<file path="config.mk">
export PLATFORM = sky130hd
export DESIGN_NAME = serial_pattern_tx
export DESIGN_NICKNAME = d
export VERILOG_FILES = /design/src/rtl/pattern_pkg.sv /design/src/rtl/piso_shift.sv /design/src/rtl/serial_pattern_tx.sv
export SDC_FILE = /design/constraint.sdc
export NUM_CORES = 1
export LEC_CHECK = 0
export ABC_AREA = 1
export BUFFER_PORTS_ARGS = -buffer_cell sky130_fd_sc_hd__buf_2
export CELL_PAD_IN_SITES_DETAIL_PLACEMENT = 0
export CELL_PAD_IN_SITES_GLOBAL_PLACEMENT = 1
export CORE_MARGIN = 2
export CORE_UTILIZATION = 40
export CTS_CLUSTER_DIAMETER = 100
export DETAILED_ROUTE_END_ITERATION = 16
export GPL_TIMING_DRIVEN = 0
export PLACE_DENSITY_LB_ADDON = 0.1
export SYNTH_ARGS = -nofsm -noshare
export SYNTH_HDL_FRONTEND = slang
export SYNTH_HIERARCHICAL = 1
export SYNTH_SLANG_ARGS = --single-unit
</file>
<file path="constraint.sdc">
create_clock -name clk -period 4.8 [get_ports clk]
set_input_delay 0.24 -clock clk [delete_from_list [all_inputs] [get_ports clk]]
set_output_delay 0.24 -clock clk [all_outputs]
set_load 0.02 [all_outputs]
</file>
<file path="src/rtl/pattern_pkg.sv">
// pattern_pkg: shared FSM state encoding and width helper for the serial pattern transmitter.
//  state_t : IDLE=00, SHIFT=01, GAP=11, DONE=10 (visible on the debug state port)
//  len_w() : width of a length/bit-count field able to hold 0..width
package pattern_pkg;
  typedef enum logic [1:0] {
    S_IDLE  = 2'b00,
    S_SHIFT = 2'b01,
    S_GAP   = 2'b11,
    S_DONE  = 2'b10
  } state_t;
  function automatic int len_w(input int width);
    return $clog2(width + 1);
  endfunction
endpackage

</file>
<file path="src/rtl/piso_shift.sv">
// piso_shift: parallel-load shift register with a registered MSB-first serial output.
//  clk, reset_n : clock, asynchronous active-low reset
//  load         : capture data and emit its bit [len-1] on the same edge
//  shift        : emit the next bit and advance the register
//  data, len    : parallel word and active length (len-1 is the first bit sent)
//  ser          : registered serial bit; IDLE_LVL whenever neither load nor shift
module piso_shift
  import pattern_pkg::*;
#(
  parameter int WIDTH    = 8,
  parameter int LEN_W    = len_w(WIDTH),
  parameter bit IDLE_LVL = 1'b0
) (
  input  logic             clk,
  input  logic             reset_n,
  input  logic             load,
  input  logic             shift,
  input  logic [WIDTH-1:0] data,
  input  logic [LEN_W-1:0] len,
  output logic             ser
);
  logic [WIDTH-1:0] shreg, src, aligned;
  // the emitted bit and the post-shift contents come from the same source word,
  // so a load both sends the first bit and leaves the second one at position len-1
  assign src     = load ? data : shreg;
  assign aligned = src >> (len - 1'b1);
  always_ff @(posedge clk or negedge reset_n)
    if (!reset_n) begin
      shreg <= '0;
      ser   <= IDLE_LVL;
    end else begin
      ser <= (load | shift) ? aligned[0] : IDLE_LVL;
      if (load | shift) shreg <= src << 1;
    end
endmodule

</file>
<file path="src/rtl/serial_pattern_tx.sv">
// serial_pattern_tx: sends a latched pattern MSB-first, optionally repeated with idle gaps.
//  clk, reset_n       : clock, asynchronous active-low reset
//  start              : transmission request, honoured only in IDLE with 1<=len<=WIDTH
//  pattern, len, reps : bits to send, bits per repetition, extra repetitions
//  out, out_valid     : registered serial data and its qualifier
//  busy, done         : high through SHIFT/GAP; one-cycle pulse in DONE
//  state              : current FSM state
// The first bit is registered on the accepting edge, so state, out_valid and
// done always describe the same cycle.
module serial_pattern_tx
  import pattern_pkg::*;
#(
  parameter int WIDTH    = 8,
  parameter int REP_W    = 4,
  parameter int GAP      = 2,
  parameter bit IDLE_LVL = 1'b0
) (
  input  logic                     clk,
  input  logic                     reset_n,
  input  logic                     start,
  input  logic [WIDTH-1:0]         pattern,
  input  logic [len_w(WIDTH)-1:0]  len,
  input  logic [REP_W-1:0]         reps,
  output logic                     out,
  output logic                     out_valid,
  output logic                     busy,
  output logic                     done,
  output logic [1:0]               state
);
  localparam int LW    = len_w(WIDTH);
  localparam int GAP_W = (GAP > 1) ? $clog2(GAP) : 1;
  state_t           cur, nxt;
  logic [WIDTH-1:0] pat_q;
  logic [LW-1:0]    len_q, cnt;
  logic [REP_W-1:0] reps_left;
  logic [GAP_W-1:0] gcnt;
  logic             load, shift, len_ok, rep_end;
  assign len_ok  = (len != '0) && (len <= LW'(WIDTH));
  // cnt counts bits already emitted in this repetition
  assign rep_end = (cur == S_SHIFT) && (cnt == len_q);
  always_comb begin
    nxt   = cur;
    load  = 1'b0;
    shift = 1'b0;
    case (cur)
      S_IDLE: if (start && len_ok) begin
        nxt  = S_SHIFT;
        load = 1'b1;
      end
      S_SHIFT: if (!rep_end) shift = 1'b1;
        else if (reps_left == '0) nxt = S_DONE;
        else if (GAP == 0) load = 1'b1;
        else nxt = S_GAP;
      S_GAP: if (gcnt == '0) begin
        nxt  = S_SHIFT;
        load = 1'b1;
      end
      default: nxt = S_IDLE;
    endcase
  end
  always_ff @(posedge clk or negedge reset_n)
    if (!reset_n) begin
      cur       <= S_IDLE;
      pat_q     <= '0;
      len_q     <= '0;
      reps_left <= '0;
      cnt       <= '0;
      gcnt      <= '0;
      out_valid <= 1'b0;
    end else begin
      cur       <= nxt;
      out_valid <= load | shift;
      if (cur == S_IDLE && load) begin
        pat_q     <= pattern;
        len_q     <= len;
        reps_left <= reps;
      end else if (rep_end && reps_left != '0) reps_left <= reps_left - 1'b1;
      cnt  <= load ? LW'(1) : shift ? cnt + 1'b1 : cnt;
      gcnt <= (cur == S_SHIFT && nxt == S_GAP) ? GAP_W'(GAP - 1) :
              (cur == S_GAP && gcnt != '0) ? gcnt - 1'b1 : gcnt;
    end
  // repetitions reload from the latched copy so inputs may change freely mid-run
  piso_shift #(.WIDTH(WIDTH), .LEN_W(LW), .IDLE_LVL(IDLE_LVL)) u_piso (
    .clk     (clk),
    .reset_n (reset_n),
    .load    (load),
    .shift   (shift),
    .data    (cur == S_IDLE ? pattern : pat_q),
    .len     (cur == S_IDLE ? len : len_q),
    .ser     (out)
  );
  assign busy  = (cur == S_SHIFT) || (cur == S_GAP);
  assign done  = (cur == S_DONE);
  assign state = cur;
endmodule

</file>
* Word-level counts from Yosys, hierarchy flattened *
Index checks and enable logic that the tools add are counted.

cells by class
  $add $sub $neg = 4
  multipliers = 0
  divide/modulo/power cells = 0
  $lt $le $gt $ge = 1
  eq/ne operators = 5
  shifts and indexed selects = 1
  muxes and demuxes = 20
  bitwise logic cells = 1
  reductions and logical operators = 15

operator list
  cell                                               number
  two-way mux 4 bit                                  5
  two-way mux 8 bit                                  2
  two-way mux 1 bit                                  8
  nonzero test 4 bit                                 2
  right shift 8 x 4 -> 1 bit                         1
  subtractor 4 x 1 -> 4 bit (second input constant)  2
  logical AND 1 bit                                  7
  == test 2 bit (second input constant)              3
  two-way mux 2 bit                                  3
  one-hot mux 2 bit (3 select lines)                 1
  nonzero test 2 bit                                 3
  adder 4 x 1 -> 4 bit (second input constant)       1
  == test 4 bit                                      1
  <= comparator 4 bit (second input constant)        1
  logical NOT 4 bit                                  1
  == test 2 x 1 -> 1 bit (second input constant)     1
  logical NOT 2 bit                                  1
  one-hot mux 1 bit (2 select lines)                 1
  logical OR 1 bit                                   1
  OR 1 bit                                           1
  subtractor 1 bit (second input constant)           1

word-level totals
  flip-flop bits (word level) = 32
  latch bits = 0
  memory bits (writable) = 0
  memory bits (read-only) = 0
  input port bits = 19
  output and inout bits = 6
  memories kept = 0

* Depth between registers and ports, before layout *
Gate-level depths: netlist (run 1).

  depth after elaboration = 8
  mapped depth = 15
  depth with buffers taken out = 14

* Cells and area by module *
Netlist (run 1), hierarchy kept.

modules (own cells, without submodules)
  module             instances  cells an instance  area each (um^2)
  serial_pattern_tx  1          208                1482.7
  piso_shift         1          70                 503.0

* Worst setup path before layout (run 1) *
No wires, ideal clock.

  path type = flip-flop to flip-flop
  from = reg cur[1], in the netlist state[1]
  to = reg u_piso.ser
  setup time = 0.117 ns
  data arrival time = 2.359 ns
  setup slack = 2.325 ns
  cell stages (with the launch flop) = 14
  clock period less this slack = 2.475 ns
  cells stage by stage = dfrtp_1 inv_1 ha_1 buf_2 clkbuf_1 o21ai_0 inv_1 ha_1 inv_1 a21oi_1 nand2_1 nand3_1 nand2_1 nor2_1

between the ends
  word-level cells in the longest chain between the ends = 6
  elaborated cells between the ends (all ways) = 14
  classes of those cells = add/sub (1); eq/ne (2); shift (1); mux (7); bitwise (1); reduce/logical (2)

RTL lines
  element                                                            line                     text
  start, declared                                                    serial_pattern_tx.sv:32  state_t cur, nxt;
  start signal, assigned                                             serial_pattern_tx.sv:71  cur <= nxt;
  branches (longest 5 deep; another with subtractor 4 x 1 -> 4 bit)  --
  two-way mux 1 bit (*)                                              piso_shift.sv:32         ser <= (load | shift) ? aligned[0] : IDLE_LVL;
  end signal, assigned                                               piso_shift.sv:32
  end, declared                                                      piso_shift.sv:20         output logic ser

Mark *: on every way between the ends.
A chain may end at the register's enable or synchronous reset.

* Worst setup path in the final report (run 1) *
Ends and elaborated chain as after synthesis.

==> flow_summary.yaml, run 1 <==
global_routing:
  grt_max_degree: 33
  grt_pass1_vias: 1642
  grt_pass1_wl_microns: 7510
  antenna_found_initial: 0
  grt.total_usage_pct: 17.8
  grt_overflow: 0
clock_network:
  cts.clk_slew.worst_paths_ns: 0.07
  clk_path_buf_depth: 2
  cts_tree: "done"
  holdBufCountCts: 0
  cts.sinks: 32
  insertion_delay_ns: 0.28
  numCtsBuffers: 5
  post-cts-setup-buffers: 0
  cts-root-buf: "clkbuf_8"
  cts_resized: 0
  cts_max_level: 2
logic_synthesis:
  synth_nets: 304
  avgSynthCellArea_sq_um: 7.14
  yosys.area.top_type: "dfrtp_1"
  seq_area_frac_synth_pct: 40.3
  ys_types: 26
  yosysWarnings: 6
  ys_ff_latch: 32
  synth_area_leaders: "dfrtp_1 40%, nand2_1 17%, inv_1 7.9%"
  syn_inst: 278
  netlist_area_sq_um: 1990
  synth_top_area_share_pct: 40.3
critical_path:
  cp_cell_sequence: "inv_1 > ha_1 > buf_2 > clkbuf_1 > nand2_1 > o21ai_0 > inv_1 > ha_1 > inv_1 > a21oi_1 > nand2_1 > nand3_1 > nand2_1 > nor2_1"
  cp.arrival_ns: 3.07
  cp.required_ns: 5.01
  path_max_fanout: 10
  cp-start-kind: "register"
  crit_type: "register to register"
  critPathSlowestCell: "dfrtp_1"
  cp-end-kind: "register"
  critPathTopFamily: "buffers and inverters"
  slowest_delay_ns: 0.44
  cp.buffers_inverters: 5
final_layout:
  utilization_pct: 48.3
  nFillCells: 513
  nNetsFinal: 335
  instances_no_fill: 377
  final_layout_size_suffix_gt1_share_pct: 15.2
  synthToLayoutAreaGrowth_pct: 15.7
  diodes: 0
  stdcell_area_sq_um: 2300
power:
  ir_drop_mv: 0.124
  p_leak_nw: 1.19
  power_density_nw_per_um2: 236
  fin_total_pwr_mw: 0.543
min_path:
  min_path_type: "input port to async pin"
floorplan:
  io_pins: 25
  initial_utilization_pct: 41.8
  die_w_microns: 74.5
  die-area_sq_um: 5540
  fp-row-count: 25
  dieHeight_microns: 74.5
  coreArea_sq_um: 4750
sta:
  slew_viol_final: 0
  tns_ns: 0
  setup_violations: 0
  worstMarginPinSlew_ns: 0.725
  period_share_pct: 59.5
  worst_slack_ns: 1.95
  hold_slack_ns: 0.0172
  max_freq_mhz: 350
  clock_skew_ns: 0.00444
  slew_headroom_pct: 51.7
  rsz0062_at_grt: "false"
  hold_viol_final: 0
  period_minus_slack_ns: 2.85
route:
  drt-pass1-iter-count: 5
  totalWireLength_microns: 4330
  routed_via_density: 4.59
  ant_nets: 0
  num_vias: 1731
  initialDrtViolationCount: 100
  wl_per_cell_microns: 11.5
  remaining_drc_errors: 0
placed_design:
  place.gp.congestion: 0.824
  placed_cell_area_sq_um: 2190
  post-place-ws_ns: 1.90
  hpwl_microns: 3280
  io_buffers: 24
  dp_cells: 369
outcome:
  status: "finished, final reports clean"
job:
  max_cap_viol_count: 0
## state kept, by name, summed over array words and instances (netlist names), 2 cells and up
signal        count
pat_q             8
u_piso/shreg      7
reps_left         4
len_q             4
state             2
cnt               4
## final cells by class
class	count	area, sq um	area share (%)
multi-input combinational	193	940	40.9
sequential	32	801	34.9
inverter	44	165	7.19
timing repair buffer	24	120	5.23
tap	67	83.8	3.65
buffer	9	80.1	3.49
clock buffer	6	72.6	3.16
clock inverter	2	35.0	1.53
## cell families after synthesis
logic type / share of synthesized area (%)
AO/OA/AOI/OAI: 11.0
adder cells (fa/ha/maj): 4.41
XOR/XNOR: 1.76
buffers and inverters: 12.4
AND/OR/NAND/NOR: 30.1
flip-flops: 40.3
## routing by layer
metal | part of all wire (%) | track usage, %
met5 | 0 | 0
met4 | 0.44 | 4.17
met3 | 3.5 | 4.07
met2 | 43 | 26.4
met1 | 52 | 26.4
## Yosys cell counts
cell      number
a21oi_1        5
a21oi_2        1
a31oi_1        6
buf_2          1
buf_6          6
clkbuf_1       2
dfrtp_1       32
ha_1           7
inv_1         42
inv_2          2
nand2_1       88
nand2_2        3
nand3_1       21
nand3_2        1
nand3_4        1
nand4_1        2
nor2_1        20
nor3_1         2
o211ai_1       1
o21ai_0       24
o21ai_1        4
or2_0          1
or2_1          1
or2_2          1
xnor2_1        3
xor2_1         1
## worst reg2reg max path, delay by kind of cell, from the launching register on
family,cells,cell delay [ns]
AOI/OAI and AO/OA,2,0.37
adders and majority gates,2,0.54
and+or+nand+nor,5,0.36
DFF,1,0.44
buffers and inverters,5,1.08
## final timing paths
path / start / end / slack (ns) / depth (start not counted)
hold / removal: reset_n / state[0]$_DFF_PN0_ / 0.02 / 1
hold reg to reg: gcnt$_DFFE_PN0P_ / gcnt$_DFFE_PN0P_ / 0.51 / 2
min in group clk: pattern[6] / pat_q[6]$_DFFE_PN0P_ / 0.18 / 3
max in group asynchronous: reset_n / u_piso/shreg[1]$_DFFE_PN0P_ / 4.32 / 1
setup reg to reg: state[1]$_DFF_PN0_ / u_piso/ser$_DFF_PN0_ / 1.95 / 14
setup / recovery: state[1]$_DFF_PN0_ / u_piso/ser$_DFF_PN0_ / 1.95 / 14
## cell usage in the layout, fill, tap and decap left out, types with 2 or more instances in the layout
cell type,instances
inv_2,2
dfrtp_1,32
o21ai_0,24
nand3_1,21
buf_2,25
ha_1,7
nand2_1,88
a31oi_1,6
clkbuf_8,5
buf_6,6
nor3_1,2
nand4_1,2
nand2_2,3
a21oi_1,5
xnor2_1,3
o21ai_1,4
nor2_1,20
inv_1,42
clkbuf_1,3
## where the power goes
part / internal, mW / switching (mW)
registers: 0.270 / 0
logic: 0.00636 / 0.0116
clock network: 0.154 / 0.101
total: 0.430 / 0.113
Power figures use the tool's default switching activity.
==> run 2, diff against run 1 <==
==> constraint.sdc (replaced) <==
create_clock -name clk -period 2.9 [get_ports clk]
set_input_delay 0.145 -clock clk [delete_from_list [all_inputs] [get_ports clk]]
set_output_delay 0.145 -clock clk [all_outputs]
set_load 0.02 [all_outputs]
==> flow_summary.yaml, run 2 (synthesis results as in run 1) <==
outcome:
  status: "finished, final reports clean"
job:
  max_cap_viol_count: 0
sta:
  rsz0062_at_grt: "false"
  slew_headroom_pct: 51.0
  hold_slack_ns: 0.0870
  max_freq_mhz: 395
  setup_violations: 0
  slew_viol_final: 0
  period_minus_slack_ns: 2.53
  hold_viol_final: 0
  worstMarginPinSlew_ns: 0.735
  period_share_pct: 87.2
  clock_skew_ns: 0.00365
critical_path:
  slowest_delay_ns: 0.44
  path_common_cell: "inv_1"
  cp-end-kind: "register"
  critPathSlowestCell: "dfrtp_1"
  path_max_fanout: 10
  cp-start-kind: "register"
  cp.required_ns: 3.11
  cp.buffers_inverters: 5
  critPathTopFamily: "buffers and inverters"
  crit_type: "register to register"
  cp.arrival_ns: 2.74
  cp_cell_sequence: "inv_1 > ha_1 > buf_2 > clkbuf_1 > o21ai_2 > inv_1 > ha_1 > inv_1 > a21oi_1 > nand2_1 > nand3_1 > nand2_1 > nor2_1"
power:
  p_leak_nw: 1.19
  fin_total_pwr_mw: 0.900
  power_density_nw_per_um2: 389
  ir_drop_mv: 0.206
route:
  totalWireLength_microns: 4330
  ant_nets: 0
  routed_via_density: 4.61
  initialDrtViolationCount: 68
  remaining_drc_errors: 0
  wl_per_cell_microns: 11.5
  num_vias: 1743
  drt-pass1-iter-count: 5
global_routing:
  grt_pass1_wl_microns: 7490
  grt_max_degree: 33
  antenna_found_initial: 0
  grt_overflow: 0
  grt.total_usage_pct: 17.8
  grt_pass1_vias: 1642
clock_network:
  cts_max_level: 2
  numCtsBuffers: 5
  cts-root-buf: "clkbuf_8"
  clk_path_buf_depth: 2
  cts.sinks: 32
  cts_tree: "done"
  cts.clk_slew.worst_paths_ns: 0.07
  insertion_delay_ns: 0.28
final_layout:
  final_cell_mix: "88 x nand2_1, 42 x inv_1, 32 x dfrtp_1"
  seq_area_sq_um: 801
  nFillCells: 513
  utilization_pct: 48.6
  final_layout_size_suffix_gt1_share_pct: 15.8
  largest_reg_flops: 8
  nNetsFinal: 336
  diodes: 0
  multi_input_area_sq_um: 943
  top_regs: "pat_q x8, u_piso/shreg x7"
  mostFrequentLayoutCell: "nand2_1"
  synthToLayoutAreaGrowth_pct: 16.4
  top_register: "pat_q"
floorplan:
  dieHeight_microns: 74.5
  initial_utilization_pct: 41.8
  fp-row-count: 25
  die_w_microns: 74.5
  io_pins: 25
  die-area_sq_um: 5540
  coreArea_sq_um: 4750
placed_design:
  place.gp.congestion: 0.824
  hpwl_microns: 3280
  io_buffers: 24
min_path:
  min_path_type: "input port to register"
run 2: changes by cell type in the layout (fill, tap and decap cells not counted):
cell / change
clkbuf_1: -1
clkbuf_2: +1
o21ai_2: +1
o21ai_0: -1
dlygate4sd3_1: +1
run 2: worst paths after layout:
check,startpoint,endpoint,slack (ns),cells after the start
max,state[1]$_DFF_PN0_,u_piso/ser$_DFF_PN0_,0.37,13
min,pattern[6],pat_q[6]$_DFFE_PN0P_,0.09,3
max reg2reg,state[1]$_DFF_PN0_,u_piso/ser$_DFF_PN0_,0.37,13
min reg2reg,gcnt$_DFFE_PN0P_,gcnt$_DFFE_PN0P_,0.51,2
max in group asynchronous,reset_n,reps_left[2]$_DFFE_PN0P_,1.97,2
min in group asynchronous,reset_n,pat_q[2]$_DFFE_PN0P_,0.46,2
run 2: where the power goes:
group | leakage, nW | switching, mW | internal (mW)
Sequential | 0.350 | 0 | 0.446
Combinational | 0.790 | 0.0194 | 0.0114
Clock | 0.0552 | 0.168 | 0.255
run 2: worst reg2reg max path: stages, from the launching register on:
cell and delay (ns):
dfrtp_1 0.44, inv_1 0.10, ha_1 0.21, buf_2 0.20, clkbuf_1 0.26, o21ai_2 0.30, inv_1 0.16, ha_1 0.33
inv_1 0.07, a21oi_1 0.13, nand2_1 0.06, nand3_1 0.08, nand2_1 0.05, nor2_1 0.07
run 2: final cells by class:
class	instances	area share, %
plain buffers	9	3.52
clock buffers	6	3.14
clock inverters	2	1.52
inverters	44	7.14
multi-input cells	193	40.8
flip-flops and latches	32	34.6
well taps	67	3.63
repair buffers	25	5.63
run 2: timing repair:
action / in CTS / in global routing
hold endpoints to repair: 32 / 0
endpoints found under the setup margin: 1 / 1
resized for setup: 1 / 2
pin swaps: 0 / 0
hold buffers: 1 / 0
setup buffers: 0 / 0
run 2: stage by stage:
stage / std cells / area [sq um] / setup WS, ns / TNS (ns)
global placement: 369 / 2190 / 0.00387 / 0
finish: 378 / 2310 / 0.371 / 0
detailed placement: 369 / 2190 / -0.00464 / -0.00464
global route: 378 / 2310 / 0.0983 / 0
CTS: 378 / 2310 / 0.00356 / 0
floorplan: 278 / 1990 / 0.425 / 0
run 2: per-layer routing:
layer  up-vias  wire [microns]  track usage, %
met4         0              19            4.17
met1       774            2270            26.4
met2        31            1890            26.3
met5         -               0               0
li1        936               -               -
met3         2             155            4.07
